**config.mk**
```make
export PLATFORM = sky130hd
export DESIGN_NAME = weapon_locator
export DESIGN_NICKNAME = d
export VERILOG_FILES = /design/src/rtl/weapon_pkg.sv /design/src/rtl/weapon_bbox_hit.sv /design/src/rtl/weapon_locator.sv
export SDC_FILE = /design/constraint.sdc
export NUM_CORES = 1
export LEC_CHECK = 0
export CAP_MARGIN = 40
export CORE_UTILIZATION = 30
export DETAILED_ROUTE_END_ITERATION = 6
export HOLD_SLACK_MARGIN = 0.15
export SETUP_SLACK_MARGIN = 0.3
export SYNTH_ARGS = -nofsm -noshare
export SYNTH_HDL_FRONTEND = slang
export SYNTH_HIERARCHICAL = 1
export SYNTH_SLANG_ARGS = --single-unit
```
**constraint.sdc**
```tcl
create_clock -name CLK -period 3.3 [get_ports CLK]
set_input_delay 0.99 -clock CLK [delete_from_list [all_inputs] [get_ports CLK]]
set_output_delay 0.99 -clock CLK [all_outputs]
set_load 0.01 [all_outputs]
```
**src/rtl/weapon_pkg.sv**
```systemverilog
// Constants and types shared by the weapon locator, its bbox helper and the sprite ROM.
package weapon_pkg;

    localparam int W_SIZE       = 36;
    localparam int W_AMOUNT     = 3;
    localparam int H_VIS        = 640;
    localparam int V_VIS        = 480;
    localparam int BLINK_FRAMES = 64;
    localparam int TYPE_W       = 4;
    localparam int COORD_W      = 10;
    localparam int BLINK_W      = 7;

    typedef enum logic [0:0] {
        ST_IDLE   = 1'b0,
        ST_ACTIVE = 1'b1
    } wep_state_e;

    function automatic logic type_valid(input logic [TYPE_W-1:0] t);
        return (t < TYPE_W'(W_AMOUNT));
    endfunction

endpackage

```
**src/rtl/weapon_bbox_hit.sv**
```systemverilog
// Combinational sprite bounding-box test with on-screen clipping and local offsets.
// 11-bit arithmetic so a sprite near the right/bottom edge never wraps.
module weapon_bbox_hit
    import weapon_pkg::*;
#(
    parameter int SIZE = W_SIZE,
    parameter int HMAX = H_VIS,
    parameter int VMAX = V_VIS
) (
    input  logic [COORD_W-1:0] hc_i,
    input  logic [COORD_W-1:0] vc_i,
    input  logic [COORD_W-1:0] x_i,
    input  logic [COORD_W-1:0] y_i,
    output logic               hit_o,
    output logic [COORD_W-1:0] off_h_o,
    output logic [COORD_W-1:0] off_v_o
);

    logic [COORD_W:0] h_s, v_s, x_s, y_s, x_end_s, y_end_s, dh_s, dv_s;
    logic             on_screen_s, in_box_s;

    assign h_s     = {1'b0, hc_i};
    assign v_s     = {1'b0, vc_i};
    assign x_s     = {1'b0, x_i};
    assign y_s     = {1'b0, y_i};
    assign x_end_s = x_s + (COORD_W+1)'(SIZE);
    assign y_end_s = y_s + (COORD_W+1)'(SIZE);
    assign dh_s    = h_s - x_s;
    assign dv_s    = v_s - y_s;

    // Bounds compare and offsets, offsets forced to zero outside the box.
    always_comb begin
        on_screen_s = (h_s < (COORD_W+1)'(HMAX)) && (v_s < (COORD_W+1)'(VMAX));
        in_box_s    = (h_s >= x_s) && (h_s < x_end_s) && (v_s >= y_s) && (v_s < y_end_s);
        hit_o       = on_screen_s && in_box_s;
        off_h_o     = {COORD_W{1'b0}};
        off_v_o     = {COORD_W{1'b0}};
        if (hit_o) begin
            off_h_o = dh_s[COORD_W-1:0];
            off_v_o = dv_s[COORD_W-1:0];
        end else begin
            off_h_o = {COORD_W{1'b0}};
            off_v_o = {COORD_W{1'b0}};
        end
    end

endmodule

```
**src/rtl/weapon_locator.sv**
```systemverilog
// Weapon placement shadowing and per-pixel sprite hit generation feeding the sprite ROM.
// Optional spawn blink enabled by defining WEP_BLINK_EN.
module weapon_locator
    import weapon_pkg::*;
(
    input  logic               CLK,
    input  logic               RST,
    input  logic [COORD_W-1:0] hc,
    input  logic [COORD_W-1:0] vc,
    input  logic               frame_start,
    input  logic               wep_req,
    input  logic [COORD_W-1:0] wep_x,
    input  logic [COORD_W-1:0] wep_y,
    input  logic [TYPE_W-1:0]  wep_type_in,
    input  logic               wep_clear,
    output logic               wep_ack,
    output logic               wep_err,
    output logic               is_wep_img_in_pixel,
    output logic [TYPE_W-1:0]  wep_type,
    output logic [COORD_W-1:0] wep_hc,
    output logic [COORD_W-1:0] wep_vc,
    output logic               wep_pix_en
);

    wep_state_e         state_q, state_d;
    logic               pending_q, pending_d, clear_pend_q, clear_pend_d;
    logic [COORD_W-1:0] stg_x_q, stg_x_d, stg_y_q, stg_y_d;
    logic [TYPE_W-1:0]  stg_type_q, stg_type_d;
    logic [COORD_W-1:0] sh_x_q, sh_x_d, sh_y_q, sh_y_d;
    logic [TYPE_W-1:0]  sh_type_q, sh_type_d;
    logic               ack_q, ack_d, err_q, err_d;
    logic               flag_q, flag_d, pix_en_q;
    logic [COORD_W-1:0] off_h_q, off_h_d, off_v_q, off_v_d;
    logic [TYPE_W-1:0]  type_q, type_d;
    logic               clear_eff_s, box_hit_s, blink_hide_s, hit_s;
    logic [COORD_W-1:0] box_off_h_s, box_off_v_s;

    assign clear_eff_s = clear_pend_q | wep_clear;

    // Request capture, frame-boundary commit/clear and state transitions.
    always_comb begin
        state_d      = state_q;
        pending_d    = pending_q;
        clear_pend_d = clear_pend_q;
        stg_x_d      = stg_x_q;
        stg_y_d      = stg_y_q;
        stg_type_d   = stg_type_q;
        sh_x_d       = sh_x_q;
        sh_y_d       = sh_y_q;
        sh_type_d    = sh_type_q;
        ack_d        = 1'b0;
        err_d        = 1'b0;
        if (frame_start) begin
            clear_pend_d = 1'b0;
            if (clear_eff_s) begin
                state_d   = ST_IDLE;
                pending_d = 1'b0;
            end else if (pending_q) begin
                pending_d = 1'b0;
                ack_d     = 1'b1;
                if (type_valid(stg_type_q)) begin
                    sh_x_d    = stg_x_q;
                    sh_y_d    = stg_y_q;
                    sh_type_d = stg_type_q;
                    state_d   = ST_ACTIVE;
                end else begin
                    err_d = 1'b1;
                end
            end else begin
                pending_d = pending_q;
            end
        end else begin
            clear_pend_d = clear_pend_q | wep_clear;
        end
        // ack_q blocks re-capture while the requester is still reacting to the ack
        if (wep_req && !pending_q && !ack_q) begin
            stg_x_d    = wep_x;
            stg_y_d    = wep_y;
            stg_type_d = wep_type_in;
            pending_d  = 1'b1;
        end else begin
            stg_x_d = stg_x_d;
        end
    end

`ifdef WEP_BLINK_EN
    logic [BLINK_W-1:0] blink_q, blink_d;
    logic               commit_ok_s;

    assign commit_ok_s  = frame_start && !clear_eff_s && pending_q && type_valid(stg_type_q);
    assign blink_hide_s = (blink_q != {BLINK_W{1'b0}}) && blink_q[3];

    // Spawn-blink frame counter: reload on valid commit, count down per frame.
    always_comb begin
        blink_d = blink_q;
        if (commit_ok_s) begin
            blink_d = BLINK_W'(BLINK_FRAMES);
        end else if (frame_start && (blink_q != {BLINK_W{1'b0}})) begin
            blink_d = blink_q - {{(BLINK_W-1){1'b0}}, 1'b1};
        end else begin
            blink_d = blink_q;
        end
    end

    // Blink counter register.
    always_ff @(posedge CLK or posedge RST) begin
        if (RST) begin
            blink_q <= {BLINK_W{1'b0}};
        end else begin
            blink_q <= blink_d;
        end
    end
`else
    assign blink_hide_s = 1'b0;
`endif

    weapon_bbox_hit u_bbox (
        .hc_i    (hc),
        .vc_i    (vc),
        .x_i     (sh_x_q),
        .y_i     (sh_y_q),
        .hit_o   (box_hit_s),
        .off_h_o (box_off_h_s),
        .off_v_o (box_off_v_s)
    );

    assign hit_s = (state_q == ST_ACTIVE) && box_hit_s && !blink_hide_s;

    // Next values of the ROM-facing pixel stage.
    always_comb begin
        flag_d  = hit_s;
        off_h_d = {COORD_W{1'b0}};
        off_v_d = {COORD_W{1'b0}};
        type_d  = {TYPE_W{1'b0}};
        if (hit_s) begin
            off_h_d = box_off_h_s;
            off_v_d = box_off_v_s;
        end else begin
            off_h_d = {COORD_W{1'b0}};
            off_v_d = {COORD_W{1'b0}};
        end
        if (state_q == ST_ACTIVE) begin
            type_d = sh_type_q;
        end else begin
            type_d = {TYPE_W{1'b0}};
        end
    end

    // State, staging/shadow and output registers.
    always_ff @(posedge CLK or posedge RST) begin
        if (RST) begin
            state_q      <= ST_IDLE;
            pending_q    <= 1'b0;
            clear_pend_q <= 1'b0;
            stg_x_q      <= {COORD_W{1'b0}};
            stg_y_q      <= {COORD_W{1'b0}};
            stg_type_q   <= {TYPE_W{1'b0}};
            sh_x_q       <= {COORD_W{1'b0}};
            sh_y_q       <= {COORD_W{1'b0}};
            sh_type_q    <= {TYPE_W{1'b0}};
            ack_q        <= 1'b0;
            err_q        <= 1'b0;
            flag_q       <= 1'b0;
            off_h_q      <= {COORD_W{1'b0}};
            off_v_q      <= {COORD_W{1'b0}};
            type_q       <= {TYPE_W{1'b0}};
            pix_en_q     <= 1'b0;
        end else begin
            state_q      <= state_d;
            pending_q    <= pending_d;
            clear_pend_q <= clear_pend_d;
            stg_x_q      <= stg_x_d;
            stg_y_q      <= stg_y_d;
            stg_type_q   <= stg_type_d;
            sh_x_q       <= sh_x_d;
            sh_y_q       <= sh_y_d;
            sh_type_q    <= sh_type_d;
            ack_q        <= ack_d;
            err_q        <= err_d;
            flag_q       <= flag_d;
            off_h_q      <= off_h_d;
            off_v_q      <= off_v_d;
            type_q       <= type_d;
            pix_en_q     <= flag_q;
        end
    end

    assign wep_ack             = ack_q;
    assign wep_err             = err_q;
    assign is_wep_img_in_pixel = flag_q;
    assign wep_type            = type_q;
    assign wep_hc              = off_h_q;
    assign wep_vc              = off_v_q;
    assign wep_pix_en          = pix_en_q;

endmodule

```
======== Word-level counts from Yosys, hierarchy flattened ========
Index checks and enable logic that the tools add are counted.
cells by class
  magnitude comparators ................... 7
  reductions and logical operators ........ 15
  shift operators ......................... 0
  mux-type cells .......................... 18
  $add $sub $neg .......................... 4
  eq/ne operators ......................... 0
  divide/modulo/power cells ............... 0
  $mul .................................... 0
  bitwise operators ....................... 2
operator list
  kind                                                  number
  2-to-1 mux 10 bit                                     4
  adder 10 x 6 -> 11 bit (second input constant)        2
  < comparator 10 x 11 -> 1 bit                         2
  >= comparator 10 bit                                  2
  subtractor 10 bit                                     2
  2-to-1 mux 1 bit                                      13
  < comparator 10 bit (second input constant)           1
  < comparator 10 x 9 -> 1 bit (second input constant)  1
  logical AND 1 bit                                     8
  nonzero test 2 bit                                    3
  < comparator 4 x 2 -> 1 bit (second input constant)   1
  2-to-1 mux 4 bit                                      1
  AND reduction 4 bit                                   1
  AND reduction 3 bit                                   1
  logical NOT 1 bit                                     2
  inverter 1 bit                                        1
  bitwise OR 1 bit                                      1
word-level totals
  memories kept ........................... 0
  bits in latches ......................... 0
  bits in read-only memories .............. 0
  RAM bits ................................ 0
  word-level logic and storage cells ...... 62
  input bits .............................. 49
  register bits after elaboration ......... 79

======== Longest topological paths before layout ========
  depth after elaboration ................. 8
  depth in mapped cells ................... 14

======== Modules after synthesis ========
The synthesis kept the hierarchy.
by module, submodules not included
  module           cells each  times used  area each (um^2)  sequential area each (um^2)
  weapon_locator   173         1           2881.5            1976.9
  weapon_bbox_hit  225         1           1691.6            0.0

======== Least setup slack after synthesis ========
Ideal clock, no wire load.
  path type ............................... input -> register
  from .................................... input port hc[0]
  to ...................................... register off_h_q[0] (netlist: wep_hc[0])
  stages .................................. 13
  library setup time ...................... 0.120 ns
  path slack .............................. 0.265 ns
  data arrival time ....................... 2.915 ns
  buffers on the path ..................... 2
  data required time ...................... 3.180 ns
  cell sequence ........................... inv_1 ha_1 inv_1 fa_1 a21o_1 nand4_1 a31oi_1 a2111o_1 nand4_2 buf_6 inv_2 clkbuf_1 and3_1
on the way
  longest elaborated chain between the ends .. 7
RTL lines
  element                                                                RTL line                                      source
  start: declaration                                                     weapon_locator.sv:8                           input logic [COORD_W-1:0] hc,
  < comparator 10 x 11 -> 1 bit or >= comparator 10 bit (tied branches)  weapon_bbox_hit.sv:34                         in_box_s = (h_s >= x_s) && (h_s < x_end_s) && (v_s >= y_s) && (v_s < y_end_s);
  logical AND 1 bit (3 in a row)                                         weapon_bbox_hit.sv:34
  logical AND 1 bit (*)                                                  weapon_bbox_hit.sv:35                         hit_o = on_screen_s && in_box_s;
  named net box_hit_s                                                    weapon_locator.sv:35                          logic clear_eff_s, box_hit_s, blink_hide_s, hit_s;
  2-to-1 mux 10 bit or logical AND 1 bit (tied branches)                 weapon_bbox_hit.sv:38, weapon_locator.sv:127
  2-to-1 mux 10 bit (*)                                                  weapon_locator.sv:135                         if (hit_s) begin
  named net off_h_d[0]                                                   weapon_locator.sv:33                          logic [COORD_W-1:0] off_h_q, off_h_d, off_v_q, off_v_d;
  end signal: assignment                                                 weapon_locator.sv:164                         off_h_q <= {COORD_W{1'b0}};
  end signal: assignment                                                 weapon_locator.sv:181                         off_h_q <= off_h_d;
  end: declaration                                                       weapon_locator.sv:33
The timed path passes the listed nets; every way through them passes the cells marked *.
A chain may end at the register's enable or synchronous reset.

======== Final worst setup path ========
  from .................................... input port hc[3]
  to ...................................... register off_h_q[9] (netlist: wep_hc[9])
on the way
  longest elaborated chain between the ends .. 7
RTL lines
  element                                                                RTL line               source
  < comparator 10 x 11 -> 1 bit or >= comparator 10 bit (tied branches)  weapon_bbox_hit.sv:34
  logical AND 1 bit (3 in a row)                                         weapon_bbox_hit.sv:34
  logical AND 1 bit                                                      weapon_bbox_hit.sv:35
  2-to-1 mux 10 bit (*)                                                  weapon_bbox_hit.sv:38  if (hit_o) begin
  named net box_off_h_s[9]                                               weapon_locator.sv:36   logic [COORD_W-1:0] box_off_h_s, box_off_v_s;
  2-to-1 mux 10 bit (*)                                                  weapon_locator.sv:135
  named net off_h_d[9]                                                   weapon_locator.sv:33
Marks and branches as above.

==> reports/metrics.yaml <==
floorplan:
  core-area_mm2: 0.0147
  die_x_um: 125
  die_height_um: 125
  ioPinCount: 77
  die-area_mm2: 0.0157
  start_util_pct: 31.1
  rows: 44
yosys:
  synth-edff-count: 0
  syn_avg_cell_area_um2: 11.5
  netlist.area_leader.share_pct: 43.2
  syn_area_mm2: 0.00457
  async_flop_share_pct: 100
  synth-main-ff-cell: "dfrtp_1"
  yosysMostFrequentCell: "dfrtp_1"
  yosysUniqueCellTypes: 57
  syn_inst: 398
  yosysWarnings: 6
  syn_nets: 487
  ys_seq_area_share_pct: 43.2
  yosys.area.top_type: "dfrtp_1"
  synth_common_cells: "79 x dfrtp_1, 38 x ha_1, 30 x inv_1"
  ys_top_cells_by_area: "dfrtp_1 43%, ha_1 10%, mux2_2 6.9%"
  ys_seq_elements: 79
place:
  place_congestion: 0.850
  place_hpwl_um: 7350
  dpl-instance-area_mm2: 0.00568
  dp_slack_ns: -0.0960
  dpl.cell_count: 669
  numPortBuffers: 76
hold_path:
  min_path_type: "register to register"
  min-delay-start: "is_wep_img_in_pixel"
  hold_path_end: "wep_pix_en"
  min_path_cells: 0
setup_path:
  crit_arrival_ns: 3.17
  r2r_start: "sh_y_q[3]"
  r2r-end: "wep_hc[7]"
  worstSetupPathType: "input pin to register"
  crit_path_start_kind: "input pin"
  reg2reg_slack_ns: 0.40
  crit_fanout: 5
  crit_required_ns: 3.53
  cp-end-kind: "register"
  worst-r2r-cell-count: 13
finish:
  final_cells: 706
  drive_above_1_share_pct: 34.9
  final_cell_area_mm2: 0.00654
  fillers: 1316
  area_growth_pct: 43.0
  final_util_pct: 44.5
  diodes: 0
  final_nets: 606
global_routing:
  antenna_found_initial: 0
  grt_pass1_vias: 3562
  grt_pass1_wl_um: 17100
  grt_use_total_pct: 13.9
  grt_overflow: 0
  grt_start_max_net_pins: 80
drt:
  vias: 3302
  drc_errors: 4
  routedWlPerCell_um: 14.7
  drt_iter0_markers: 138
  firstDrtPassIters: 6
  viasPerCell: 4.68
  routed_wl_um: 10400
  drtAntennaViolNets: 0
clocking:
  clockBufferDepth: 2
  clock-sinks: 79
  cts_buffers: 9
  path_clk_slew_ns: 0.05
  htree_num_levels: 3
  cts_tree: "yes"
  cts-root-buf: "clkbuf_16"
  clock_latency_ns: 0.35
sta:
  setup_violations: 0
  period_minus_slack_ns: 2.95
  relSlewSlack_pct: 50.6
  rsz0062_at_grt: "yes"
  slew_violations: 0
  tightest_slew_ns: 0.740
  hold_violations: 0
  clock.fmax_ghz: 0.339
  finalWorstSetupSlack_ns: 0.353
  timing.final.crit_share_pct: 89.3
  fin_skew_ns: 0.0131
status:
  violations: "DRC"
  outcome: "finished with violations"
power:
  powerDensity_mw_per_mm2: 744
  ir_worst_vdd_v: 0.000300
  finalPower_uw: 4860
  p_leak_uw: 0.00296
job:
  maxCapViolations: 0
where the power goes:
group          internal [µW]  switching (µW)  total, µW
clock                    535             410        945
sequential              1190             196       1380
combinational           1310            1220       2540
total                   3040            1830       4860
how the worst max path moves through the flow:
stage | slack (ns) | to | startpoint
6_report | 0.35 | wep_hc[9] | hc[3]
4_1_cts | 0.32 | wep_hc[2] | sh_x_q[2]
3_3_place_gp | -0.04 | wep_hc[8] | hc[0]
3_5_place_dp | -0.1 | wep_hc[8] | hc[0]
5_1_grt | 0.26 | wep_vc[5] | sh_y_q[2]
2_1_floorplan | 0.33 | wep_hc[0] | hc[0]
cells in the final DEF, fill, tap and decap left out, types with 8 or more instances in the layout:
cell type and instances:
nand2_1 8, ha_4 12, nor2_1 11, xnor2_1 16
dlygate4sd2_1 11, dfrtp_1 77, a21oi_1 16, inv_2 10
mux2_2 28, xor2_1 8, buf_4 35, nor2_2 11
mux2_4 18, clkbuf_16 10, ha_1 26, inv_1 21
and3_1 21, clkdlybuf4s50_1 60
routing by layer:
metal | vias to the layer above | track usage, % | part of all wire [%] | wire length (µm)
met5 | - | 0 | 0 | 0
met4 | 0 | 4.81 | 2.0 | 207
met3 | 20 | 4.75 | 4.8 | 501
met2 | 73 | 23.6 | 50 | 5240
met1 | 1565 | 16.4 | 43 | 4460
li1 | 1644 | - | - | -
repair_timing:
| action | in CTS | in global routing |
|---|---|---|
| resized for setup | 40 | 42 |
| hold buffers | 0 | 0 |
| setup endpoints to repair | 20 | 19 |
| pin swaps | 10 | 30 |
| buffers inserted | 6 | 12 |
| gates cloned | 2 | 1 |
registers in the layout, indices dropped and copies added, names as in the netlist:
register and count:
sh_x_q 10, sh_y_q 10, stg_x_q 10, stg_y_q 10
wep_hc 10, wep_vc 10, sh_type_q 4, stg_type_q 4
wep_type 4, clear_pend_q 1, is_wep_img_in_pixel 1, pending_q 1
state_q 1, wep_ack 1, wep_err 1, wep_pix_en 1
layout make-up:
type,instances,area (µm²),area share (%)
multi-input cells,276,2740,41.9
flip-flops and latches,79,1980,30.3
repair buffers,118,1170,18.0
clock buffers,11,243,3.71
well taps,184,230,3.52
inverters,33,130,1.99
clock inverters,5,40.0,0.612
cell families (layout without fill, tap and decap cells):
| logic type | count (synthesis) | after routing | synth area share, % |
|---|---|---|---|
| buffers and inverters | 43 | 167 | 4.35 |
| AOI/OAI and AO/OA | 56 | 56 | 8.48 |
| xor gates and xnor gates | 26 | 26 | 4.98 |
| muxes | 48 | 48 | 13.3 |
| adders and majority gates | 40 | 40 | 11.3 |
| and+or+nand+nor | 106 | 106 | 14.4 |
| DFF | 79 | 79 | 43.2 |
through the flow:
step | hold slack [ns] | TNS [ns]
after floorplan | 0.416 | 0
after global placement | 0.362 | -0.294
after detailed placement | 0.378 | -1.42
after CTS | 0.390 | 0
after global routing | 0.410 | 0
final | 0.381 | 0
critical path, cell delays in order:
cell and delay, ns:
clkdlybuf4s50_1 0.45, ha_1 0.24, and3_1 0.17, a21oi_2 0.16
a31oi_2 0.12, a2111o_1 0.44, nand4_4 0.16, buf_12 0.13
buf_12 0.11, nor2_2 0.03, and3_1 0.17
Note: power is estimated with default switching activity, not from simulation.
